[config.mk]
export PLATFORM = sky130hd
export DESIGN_NAME = dice_roller_flat
export DESIGN_NICKNAME = d
export VERILOG_FILES = /design/src/rtl/dice_pkg.sv /design/src/rtl/dice_roller_if.sv /design/src/rtl/dice_pip_decode.sv /design/src/rtl/dice_roller.sv /design/src/flat_wrapper.sv
export SDC_FILE = /design/constraint.sdc
export NUM_CORES = 1
export LEC_CHECK = 0
export ABC_AREA = 1
export CAP_MARGIN = 15
export CORE_MARGIN = 2
export CORE_UTILIZATION = 49
export CTS_CLUSTER_SIZE = 16
export DETAILED_ROUTE_END_ITERATION = 6
export GPL_TIMING_DRIVEN = 0
export HOLD_SLACK_MARGIN = 0.02
export PLACE_DENSITY = 0.72
export RECOVER_POWER = 100
export SKIP_CTS_REPAIR_TIMING = 1
export SLEW_MARGIN = 0
export SYNTH_ARGS = -nofsm -noshare
export SYNTH_HDL_FRONTEND = slang
export SYNTH_SLANG_ARGS = --single-unit
[constraint.sdc]
create_clock -name clk -period 2.3 [get_ports clk]
set_clock_uncertainty 0.05 [all_clocks]
set_input_delay 0.69 -clock clk [delete_from_list [all_inputs] [get_ports clk]]
set_output_delay 0.69 -clock clk [all_outputs]
set_load 0.005 [all_outputs]
[src/rtl/dice_pkg.sv]
// -----------------------------------------------------------------------------
// dice_pkg -- shared definitions for the dice roller.
//   state_e        : controller states
//   LFSR_SEED/TAPS : 16-bit Fibonacci LFSR seed and feedback mask
//   PIP_FACE1..6   : face-to-pip table (bit 0 = pip a ... bit 6 = pip g)
//   face_to_pips() : table lookup, unreachable faces give all pips off
//   lfsr_next()    : one LFSR shift
//   face_advance() : move a face forward by k = r + 1 with 6 -> 1 wrap
// -----------------------------------------------------------------------------
package dice_pkg;

  typedef enum logic [1:0] {
    ST_IDLE     = 2'd0,
    ST_ROLLING  = 2'd1,
    ST_SETTLING = 2'd2,
    ST_DONE     = 2'd3
  } state_e;

  localparam logic [15:0] LFSR_SEED = 16'hACE1;
  // Right-shifting Fibonacci form of taps 16,14,13,11: feedback from bits 0,2,3,5
  localparam logic [15:0] LFSR_TAPS = 16'h002D;

  localparam logic [2:0] FACE_RESET = 3'd1;

  // Pip layout: a=top-left b=top-right c=mid-left d=centre e=mid-right
  //             f=bottom-left g=bottom-right
  localparam logic [6:0] PIP_NONE  = 7'b0000000;
  localparam logic [6:0] PIP_FACE1 = 7'b0001000;
  localparam logic [6:0] PIP_FACE2 = 7'b1000001;
  localparam logic [6:0] PIP_FACE3 = 7'b1001001;
  localparam logic [6:0] PIP_FACE4 = 7'b1100011;
  localparam logic [6:0] PIP_FACE5 = 7'b1101011;
  localparam logic [6:0] PIP_FACE6 = 7'b1110111;

  function automatic logic [6:0] face_to_pips(input logic [2:0] face);
    logic [6:0] pips;
    case (face)
      3'd1:    pips = PIP_FACE1;
      3'd2:    pips = PIP_FACE2;
      3'd3:    pips = PIP_FACE3;
      3'd4:    pips = PIP_FACE4;
      3'd5:    pips = PIP_FACE5;
      3'd6:    pips = PIP_FACE6;
      default: pips = PIP_NONE;
    endcase
    return pips;
  endfunction

  function automatic logic [15:0] lfsr_next(input logic [15:0] lfsr);
    return {^(lfsr & LFSR_TAPS), lfsr[15:1]};
  endfunction

  // face' = ((face - 1 + k) mod 6) + 1 with k = r + 1, i.e. ((face + r) mod 6) + 1.
  // For legal faces face + r lies in 1..9, so a single conditional subtract suffices.
  function automatic logic [2:0] face_advance(input logic [2:0] face, input logic [1:0] r);
    logic [3:0] sum;
    logic [2:0] res;
    sum = {1'b0, face} + {2'b00, r};
    if (sum >= 4'd6) begin
      res = 3'(sum - 4'd5);
    end else begin
      res = 3'(sum + 4'd1);
    end
    return res;
  endfunction

endpackage

[src/rtl/dice_roller_if.sv]
// -----------------------------------------------------------------------------
// dice_roller_if -- request/result bundle of the dice roller.
//   roll  : level request, high = keep rolling
//   face  : 3 bits per die, die i in [3i+2:3i]
//   pips  : 7 bits per die, die i in [7i+6:7i]
//   busy  : rolling or settling
//   valid : one-cycle pulse when the final faces are stable
// master = requester side, slave = dice_roller side.
// -----------------------------------------------------------------------------
interface dice_roller_if #(
  parameter int N_DICE = 2
);
  logic                  roll;
  logic [3*N_DICE-1:0]   face;
  logic [7*N_DICE-1:0]   pips;
  logic                  busy;
  logic                  valid;

  modport master (output roll, input face, pips, busy, valid);
  modport slave  (input roll, output face, pips, busy, valid);
endinterface

[src/rtl/dice_pip_decode.sv]
// -----------------------------------------------------------------------------
// dice_pip_decode -- combinational face to pip-pattern decode for one die.
//   face : 3-bit face value (1..6; 0 and 7 decode to all off)
//   pips : 7-bit pattern, bit 0 = pip a ... bit 6 = pip g
// -----------------------------------------------------------------------------
module dice_pip_decode
  import dice_pkg::*;
(
  input  logic [2:0] face,
  output logic [6:0] pips
);

  // Table lookup from the shared package
  always_comb begin
    pips = face_to_pips(face);
  end

endmodule

[src/rtl/dice_roller.sv]
// -----------------------------------------------------------------------------
// dice_roller -- N_DICE electronic dice sharing one LFSR, one step counter
// and one controller. While roll is high the dice step every ROLL_DIV cycles;
// after release they take SETTLE_STEPS steps at doubling intervals, then
// valid pulses for one cycle.
//   clk   : clock, rising edge
//   rst_n : asynchronous active-low reset
//   bus   : dice_roller_if slave (roll in; face, pips, busy, valid out)
// -----------------------------------------------------------------------------
module dice_roller
  import dice_pkg::*;
#(
  parameter int N_DICE       = 2,
  parameter int ROLL_DIV     = 4,
  parameter int SETTLE_STEPS = 3
) (
  input  logic         clk,
  input  logic         rst_n,
  dice_roller_if.slave bus
);

  // Wide enough for the longest settle interval minus one
  localparam int CNT_W = $clog2(ROLL_DIV << SETTLE_STEPS) + 1;

  state_e              state_r;
  state_e              state_nx_s;
  logic [15:0]         lfsr_r;
  logic [CNT_W-1:0]    cnt_r;
  logic [CNT_W-1:0]    cnt_nx_s;
  logic [CNT_W-1:0]    limit_s;
  logic [2:0]          j_r;
  logic [2:0]          j_nx_s;
  logic                step_s;
  logic [3*N_DICE-1:0] face_r;
  logic [3*N_DICE-1:0] face_step_s;
  logic [7*N_DICE-1:0] pips_s;
  logic                busy_s;
  logic                valid_s;

  // Terminal count of the current step interval (ROLL_DIV, or ROLL_DIV*2^j when settling)
  always_comb begin
    if (state_r == ST_SETTLING) begin
      limit_s = (CNT_W'(ROLL_DIV) << j_r) - CNT_W'(1);
    end else begin
      limit_s = CNT_W'(ROLL_DIV) - CNT_W'(1);
    end
  end

  // State register
  always_ff @(posedge clk or negedge rst_n) begin
    if (!rst_n) begin
      state_r <= ST_IDLE;
    end else begin
      state_r <= state_nx_s;
    end
  end

  // Next-state logic
  always_comb begin
    state_nx_s = state_r;
    case (state_r)
      ST_IDLE: begin
        if (bus.roll) state_nx_s = ST_ROLLING;
        else          state_nx_s = ST_IDLE;
      end
      ST_ROLLING: begin
        if (!bus.roll) state_nx_s = ST_SETTLING;
        else           state_nx_s = ST_ROLLING;
      end
      ST_SETTLING: begin
        if (bus.roll) begin
          state_nx_s = ST_ROLLING;
        end else if ((cnt_r == limit_s) && (j_r == 3'(SETTLE_STEPS))) begin
          state_nx_s = ST_DONE;
        end else begin
          state_nx_s = ST_SETTLING;
        end
      end
      ST_DONE: begin
        if (bus.roll) state_nx_s = ST_ROLLING;
        else          state_nx_s = ST_IDLE;
      end
      default: state_nx_s = ST_IDLE;
    endcase
  end

  // Step strobe, interval counter and settle index
  always_comb begin
    step_s   = 1'b0;
    cnt_nx_s = cnt_r;
    j_nx_s   = j_r;
    case (state_r)
      ST_IDLE: begin
        cnt_nx_s = '0;
        j_nx_s   = 3'd0;
      end
      ST_ROLLING: begin
        // A due step still happens in the cycle roll drops
        if (cnt_r == limit_s) begin
          step_s   = 1'b1;
          cnt_nx_s = '0;
        end else begin
          cnt_nx_s = cnt_r + CNT_W'(1);
        end
        if (!bus.roll) begin
          cnt_nx_s = '0;
          j_nx_s   = 3'd1;
        end else begin
          j_nx_s   = 3'd0;
        end
      end
      ST_SETTLING: begin
        if (bus.roll) begin
          // Back to rolling: restart the interval, no step this cycle
          cnt_nx_s = '0;
          j_nx_s   = 3'd0;
        end else if (cnt_r == limit_s) begin
          step_s   = 1'b1;
          cnt_nx_s = '0;
          if (j_r == 3'(SETTLE_STEPS)) j_nx_s = 3'd0;
          else                         j_nx_s = j_r + 3'd1;
        end else begin
          cnt_nx_s = cnt_r + CNT_W'(1);
        end
      end
      ST_DONE: begin
        cnt_nx_s = '0;
        j_nx_s   = 3'd0;
      end
      default: begin
        cnt_nx_s = '0;
        j_nx_s   = 3'd0;
      end
    endcase
  end

  // Counter and settle index registers
  always_ff @(posedge clk or negedge rst_n) begin
    if (!rst_n) begin
      cnt_r <= '0;
      j_r   <= 3'd0;
    end else begin
      cnt_r <= cnt_nx_s;
      j_r   <= j_nx_s;
    end
  end

  // Free-running LFSR, advances in every state
  always_ff @(posedge clk or negedge rst_n) begin
    if (!rst_n) begin
      lfsr_r <= LFSR_SEED;
    end else begin
      lfsr_r <= lfsr_next(lfsr_r);
    end
  end

  // Candidate next faces: die i uses LFSR slice [2i+1:2i]
  always_comb begin
    face_step_s = face_r;
    for (int i = 0; i < N_DICE; i++) begin
      face_step_s[3*i +: 3] = face_advance(face_r[3*i +: 3], lfsr_r[2*i +: 2]);
    end
  end

  // Per-die face registers, all dice move together on a step
  always_ff @(posedge clk or negedge rst_n) begin
    if (!rst_n) begin
      face_r <= {N_DICE{FACE_RESET}};
    end else if (step_s) begin
      face_r <= face_step_s;
    end else begin
      face_r <= face_r;
    end
  end

  for (genvar g = 0; g < N_DICE; g++) begin : g_pips
    dice_pip_decode u_pip_decode (
      .face (face_r[3*g +: 3]),
      .pips (pips_s[7*g +: 7])
    );
  end

  // Status decodes of the registered state
  always_comb begin
    busy_s  = 1'b0;
    valid_s = 1'b0;
    case (state_r)
      ST_ROLLING:  busy_s  = 1'b1;
      ST_SETTLING: busy_s  = 1'b1;
      ST_DONE:     valid_s = 1'b1;
      default: begin
        busy_s  = 1'b0;
        valid_s = 1'b0;
      end
    endcase
  end

  assign bus.face  = face_r;
  assign bus.pips  = pips_s;
  assign bus.busy  = busy_s;
  assign bus.valid = valid_s;

endmodule

[src/flat_wrapper.sv]
// flat-port wrapper written by rule: the top's interface ports become plain ports
module dice_roller_flat import dice_pkg::*;
#(
  parameter int N_DICE       = 2,
  parameter int ROLL_DIV     = 4,
  parameter int SETTLE_STEPS = 3
)
  (clk, rst_n, bus_roll, bus_face, bus_pips, bus_busy, bus_valid);
  dice_roller_if #(.N_DICE(N_DICE)) bus_i ();
  input  logic clk;
  input  logic rst_n;
  input wire logic [$bits(bus_i.roll)-1:0] bus_roll;
  output wire logic [$bits(bus_i.face)-1:0] bus_face;
  output wire logic [$bits(bus_i.pips)-1:0] bus_pips;
  output wire logic [$bits(bus_i.busy)-1:0] bus_busy;
  output wire logic [$bits(bus_i.valid)-1:0] bus_valid;
  assign bus_i.roll = bus_roll;
  assign bus_face = bus_i.face;
  assign bus_pips = bus_i.pips;
  assign bus_busy = bus_i.busy;
  assign bus_valid = bus_i.valid;
  dice_roller #(.N_DICE(N_DICE), .ROLL_DIV(ROLL_DIV), .SETTLE_STEPS(SETTLE_STEPS)) u_core (.clk(clk), .rst_n(rst_n), .bus(bus_i));
endmodule
* Word-level counts from Yosys, hierarchy flattened *
Cells that the tools add are included.

storage, ports and cells
  logic and storage cells = 64
  bits of input ports = 3
  register bits = 33

operators by class
  add/sub/neg operators = 9
  mux-type cells = 24
  reduce and logical (&&, ||, !) cells = 5
  shifts and indexed selects = 1
  $lt $le $gt $ge = 2
  eq/ne operators = 18

operators with widths
  kind                   count
  $pmux W7 S6            2
  $mux W6                4
  $eq A3 B3 Y1 const B   6
  $pmux W6 S3            1
  $reduce_xor A16 Y1     1
  $eq A3 B2 Y1 const B   5
  $mux W3                5
  $add A3 B1 Y3 const B  3
  $pmux W3 S3            1
  $add A3 B2 Y4          2
  $ge A4 B3 Y1 const B   2
  $mux W1                7
  $add A6 B1 Y6 const B  1
  $eq A3 B1 Y1 const B   2
  $eq A6 B6 Y1           1
  $pmux W2 S3            1
  $shl A3 B3 Y6 const A  1
  $sub A3 B3 Y3 const B  2
  $sub A6 B2 Y6 const B  1
  $eq A2 B2 Y1 const B   2
  $mux W2                2
  $reduce_or A2 Y1       2
  $ne A3 B3 Y1 const B   1
  $eq A2 B1 Y1 const B   1
  other kinds (3)        3

* Logic depth before layout (Yosys ltp) *
  depth in word-level cells = 8
  mapped depth = 12
  depth with buffers taken out = 12

* Modules after synthesis *
A second synthesis with hierarchy kept.

unflattened totals
  cell total of the unflattened synthesis = 202
  area total of the unflattened synthesis = 1980.6 um^2

modules (own cells, without submodules)
  module           seq. area each (um^2)  area an instance (um^2)  cells each  instances
  dice_roller      838.3                  1863.0                   178         1
  dice_pip_decode  0.0                    58.8                     12          2

* Worst setup path before layout *
Ideal clock, no wire load.

  path type = reg2reg
  from = reg u_core.face_r[0] (netlist: u_core.bus.face[0])
  to = reg u_core.face_r[2] (netlist: u_core.bus.face[2])
  period minus slack after synthesis = 2.132 ns
  required time = 2.184 ns
  stages on the path, launching flop included = 9
  arrival time = 2.016 ns
  library setup time = 0.066 ns
  slack = 0.168 ns
  cell sequence = dfstp_2 ha_1 fa_1 inv_1 o22ai_1 fa_1 xnor2_1 nand4_1 nand2_1

between the ends
  word-level cells in the longest chain between the ends = 3

RTL lines
  element                               line                text
  from (decl)                           dice_roller.sv:34   logic [3*N_DICE-1:0] face_r;
  from (signal assigned)                dice_roller.sv:168  face_r <= {N_DICE{FACE_RESET}};
  from (signal assigned)                dice_roller.sv:170  face_r <= face_step_s;
  from (signal assigned)                dice_roller.sv:172  face_r <= face_r;
  $add A3 B2 Y4 *                       dice_pkg.sv:58      sum = {1'b0, face} + {2'b00, r};
  $ge A4 B3 Y1 (tied with other cells)  dice_pkg.sv:59      if (sum >= 4'd6) begin
  $mux W3 *                             dice_pkg.sv:59

Every way passes the cells marked *; elsewhere a longest branch is shown, timed or not.
A chain may end at the register's enable or synchronous reset.

* Worst setup path in the final report *
  from = reg u_core.state_r[0]
  to = out bus_busy

between the ends
  word-level cells in the longest chain between the ends = 3

RTL lines
  element                                              line                text
  from (decl)                                          dice_roller.sv:25   state_e state_r;
  from (signal assigned)                               dice_roller.sv:54   state_r <= state_nx_s;
  $eq A2 B1 Y1 / $eq A2 B2 Y1 (equally long branches)  dice_roller.sv:187  case (state_r)
  $reduce_or A2 Y1 (no source line) *                  n/a
  $mux W1 *                                            dice_roller.sv:187
  to (decl)                                            flat_wrapper.sv:15  output wire logic [$bits(bus_i.busy)-1:0] bus_busy;

Marked as above.

==> tab_implementation.tex <==
\begin{tabular}{lr}
\hline
Metric & Value \\
\hline
\multicolumn{2}{l}{\textbf{Yosys}} \\
\quad Synthesized area & between 0.0015 and 0.002 mm2 \\
\quad Library cells used by synthesis & 30 \\
\quad Commonest cells post-synth & sky130\_fd\_sc\_hd\_\_nand2\_1 (30), sky130\_fd\_sc\_hd\_\_dfrtp\_1 (23), sky130\_fd\_sc\_hd\_\_inv\_1 (22) \\
\quad Main area contributors after synthesis & sky130\_fd\_sc\_hd\_\_dfrtp\_1 (32\%), sky130\_fd\_sc\_hd\_\_dfstp\_2 (14\%), sky130\_fd\_sc\_hd\_\_ha\_1 (8.9\%), sky130\_fd\_sc\_hd\_\_nand2\_1 (6.2\%), sky130\_fd\_sc\_hd\_\_inv\_1 (4.5\%) \\
\quad Most frequently used cell type in the post-synthesis netlist & sky130\_fd\_sc\_hd\_\_nand2\_1 \\
\quad Primary FF master, synth & sky130\_fd\_sc\_hd\_\_dfrtp\_1 \\
\quad Area share of the leading cell type in the synthesized netlist & 0.316 \\
\quad Share of flip-flops with an asynchronous set or reset & 1.00 \\
\quad Cell type with the highest aggregate area in the netlist & sky130\_fd\_sc\_hd\_\_dfrtp\_1 \\
\quad Synth warnings & 0 \\
\quad Number of enable flip-flop cells after synthesis & 0 \\
\quad Part of the Yosys area used for sequential elements & 0.460 \\
\quad Net count after synthesis & 209 \\
\quad Synthesized instance count & about 190 \\
\quad Seq cells post-synth & 33 \\
\quad Post-synthesis average cell area & about 9.6 um2 \\
\multicolumn{2}{l}{\textbf{Detailed routing}} \\
\quad Number of vias in the routed layout & around 1,400 \\
\quad Wire length per cell & between 10 and 15 um \\
\quad Via density & 4.92 \\
\quad Final WL & 3.52 mm \\
\quad Number of iterations in the first detailed-routing pass & 4 \\
\quad DRC violation count after routing & 0 \\
\quad Remaining number of nets flagged by the antenna check after routing & 0 \\
\quad Drt first-iter violations & 45 \\
\multicolumn{2}{l}{\textbf{Setup path}} \\
\quad Maximum fanout along the worst path & 4 \\
\quad Worst setup EP type & output pin \\
\quad Largest incremental delay on the critical path & 480 ps \\
\quad Library cell contributing the largest single delay on the critical path & sky130\_fd\_sc\_hd\_\_clkdlybuf4s50\_1 \\
\quad Arr. time, crit path & 1530 ps \\
\quad Launching element type of the critical path & flop \\
\quad CP Cell Sequence & inv\_2, ha\_4, inv\_1, clkdlybuf4s50\_1 \\
\quad Path type of the worst setup path & flop to output pin \\
\quad Required time at the endpoint of the critical path & 1560 ps \\
\multicolumn{2}{l}{\textbf{Finish}} \\
\quad Post-route cell area & 0.00243 mm2 \\
\quad Post-layout instance count excluding filler cells & roughly 280 \\
\quad Area added between synthesis and finish & 33.2\% \\
\quad Number of nets in the layout & 249 \\
\quad Area occupied by multi-input gates & 946 um2 \\
\quad Utilization of the core after routing & 0.673 \\
\quad Antenna diode count & 0 \\
\quad Sequential standard cell area & 843 um2 \\
\quad \# fillers & 285 \\
\quad Share of final-layout standard cells stronger than drive strength 1 & 0.313 \\
\multicolumn{2}{l}{\textbf{GRT}} \\
\quad Met2 Use GR & 0.304 \\
\quad Pin count of the biggest net entering global routing & 34 \\
\quad Global-route layer with the greatest usage & met2 \\
\quad Wire length of the first global-routing pass & 5.88 mm \\
\quad Total global routing track utilization & 0.186 \\
\quad Met1 Usage GRT & 0.232 \\
\quad Overflow left after global routing & 0 \\
\quad Vias in the first global route & 1,306 \\
\quad Global-route met3 utilization & 0.0538 \\
\quad Antenna violations before repair & 0 \\
\multicolumn{2}{l}{\textbf{Die}} \\
\quad Row cnt & 22 \\
\quad Vertical extent of the die & 65.0 um \\
\quad CORE AREA & 0.00361 mm2 \\
\quad Full die area & roughly 0.0042 mm2 \\
\quad Initial core utilization & 0.505 \\
\quad Ports & 25 \\
\quad Die width & approximately 65 um \\
\multicolumn{2}{l}{\textbf{Clock tree}} \\
\quad Clk pin slew, worst setup/hold paths & 70 ps \\
\quad Clock Sinks & 33 \\
\quad Total CTS buffers & 5 \\
\quad Number of H-tree branching levels & 2 \\
\quad Max Buffers Root-to-Sink & 2 \\
\quad Root Buffer Master & sky130\_fd\_sc\_hd\_\_clkbuf\_8 \\
\quad Source-to-sink clock delay at the later pin of the worst-skew pair & $\sim$280 ps \\
\quad CTS tree & yes \\
\multicolumn{2}{l}{\textbf{Pwr}} \\
\quad Sequential group share of total power & 0.414 \\
\quad Pwr Density & 732 mW/mm2 \\
\quad Switching Fraction & 0.341 \\
\quad Total internal power & $\sim$1.2 mW \\
\quad Part of the total power dissipated in the clock network & 0.238 \\
\quad Part of the power in combinational logic & 0.348 \\
\quad Switching power total & 0.606 mW \\
\quad Max rail drop VDD & roughly 0.46 mV \\
\quad Leakage & around 1.3 nW \\
\multicolumn{2}{l}{\textbf{Placed design}} \\
\quad Cell Count Post-Placement & 261 \\
\quad Port-buffer cells & 24 \\
\quad Total cell area at the placement stage & 0.00212 mm2 \\
\quad Final GP Congestion & 0.868 \\
\quad Half-perimeter wire length after detailed placement & between 2 and 2.5 mm \\
\quad Pre-CTS WS & roughly 7.7 ps \\
\multicolumn{2}{l}{\textbf{STA}} \\
\quad Final worst setup slack & 27.6 ps \\
\quad Final setup fails & 0 \\
\quad Final min period & 2270 ps \\
\quad Hold Fails Final Rpt & 0 \\
\quad Max-slew headroom & 0.520 \\
\quad Count of pins over their slew limit & 0 \\
\quad Worst-margin pin slew & 720 ps \\
\quad Final total negative setup slack & 0 ps \\
\quad Post-route clock period utilization & 0.988 \\
\quad Maximum clock frequency & 440 MHz \\
\multicolumn{2}{l}{\textbf{Run status}} \\
\quad Outcome & finished, final reports clean \\
\multicolumn{2}{l}{\textbf{Flow run}} \\
\quad Count of max-cap constraint violations & 0 \\
\multicolumn{2}{l}{\textbf{Min path}} \\
\quad Worst hold path type & flop to flop \\
\hline
\end{tabular}
## critical path, delay by kind of cell (launching register included)
family | cells | cell delay [ps]
buffers and inverters | 3 | 600
DFF | 1 | 410
adders and majority gates | 1 | 250
## sequential cells by signal, indices dropped and copies added (netlist names)
name / flops
u_core.lfsr_r: 16
u_core.cnt_r: 6
u_core.bus.face: 6
u_core.state_r: 2
u_core.j_r: 3
## stage by stage
stage,hold WS [ps],power (mW)
2_1_floorplan,281,1.03
3_3_place_gp,286,1.23
3_5_place_dp,289,1.24
4_1_cts,308,1.68
5_1_grt,311,1.92
6_report,303,1.77
## logic make-up after synthesis
| logic type | after synthesis | synth area share |
|---|---|---|
| and+or+nand+nor | 79 | 0.218 |
| buffers and inverters | 33 | 0.0824 |
| DFF | 33 | 0.460 |
| AOI/OAI and AO/OA | 17 | 0.0577 |
| adders and majority gates | 17 | 0.133 |
| xor gates and xnor gates | 10 | 0.0481 |
## final cells by class
cell class,instances,share of cell area
Buffer,6,0.0186
Timing Repair Buffer,34,0.142
Sequential cell,33,0.348
Inverter,26,0.0413
Multi-Input combinational cell,123,0.390
Clock inverter,3,0.00722
Clock buffer,5,0.0284
Tap cell,48,0.0248
## final timing paths
check                                               startpoint                             end  slack, ps  depth (start not counted)
worst min register to register      u_core.lfsr_r[8]$_DFF_PN0_      u_core.lfsr_r[7]$_DFF_PN1_        300                          0
max in group asynchronous                                rst_n  u_core.bus.face[5]$_DFFE_PN0P_       1290                          1
min in group asynchronous                                rst_n       u_core.j_r[0]$_DFFE_PN0P_        410                          1
worst max-delay path               u_core.state_r[0]$_DFF_PN0_                        bus_busy         30                          4
worst min-delay path                u_core.lfsr_r[8]$_DFF_PN0_      u_core.lfsr_r[7]$_DFF_PN1_        300                          0
worst max register to register  u_core.bus.face[3]$_DFFE_PN1P_  u_core.bus.face[5]$_DFFE_PN0P_         70                          8
## cell usage in the layout (no fill, tap or decap), drive strengths merged, types with 5 or more instances in the layout
cell type / count
dfrtp: 23
inv: 24
dfstp: 10
nand3: 14
nand2: 35
xnor2: 6
nor3: 5
buf: 19
clkbuf: 5
dlymetal6s2s: 11
ha: 13
clkdlybuf4s50: 9
a21oi: 6
nand4: 8
nor2: 16
## power groups by stage
| stage | sequential [mW] | combinational [mW] | clock, mW |
|---|---|---|---|
| after global routing | 0.743 | 0.709 | 0.468 |
| after CTS | 0.714 | 0.521 | 0.441 |
| after detailed placement | 0.725 | 0.518 | 0 |
| after floorplan | 0.711 | 0.321 | 0 |
| after global placement | 0.722 | 0.503 | 0 |
| final | 0.735 | 0.618 | 0.422 |
## layer usage
layer,share of wire,vias up
li1,-,684
met1,0.42,650
met2,0.52,33
met3,0.052,2
met4,0.0054,0
met5,0,-
(Power assumes the default switching activity.)
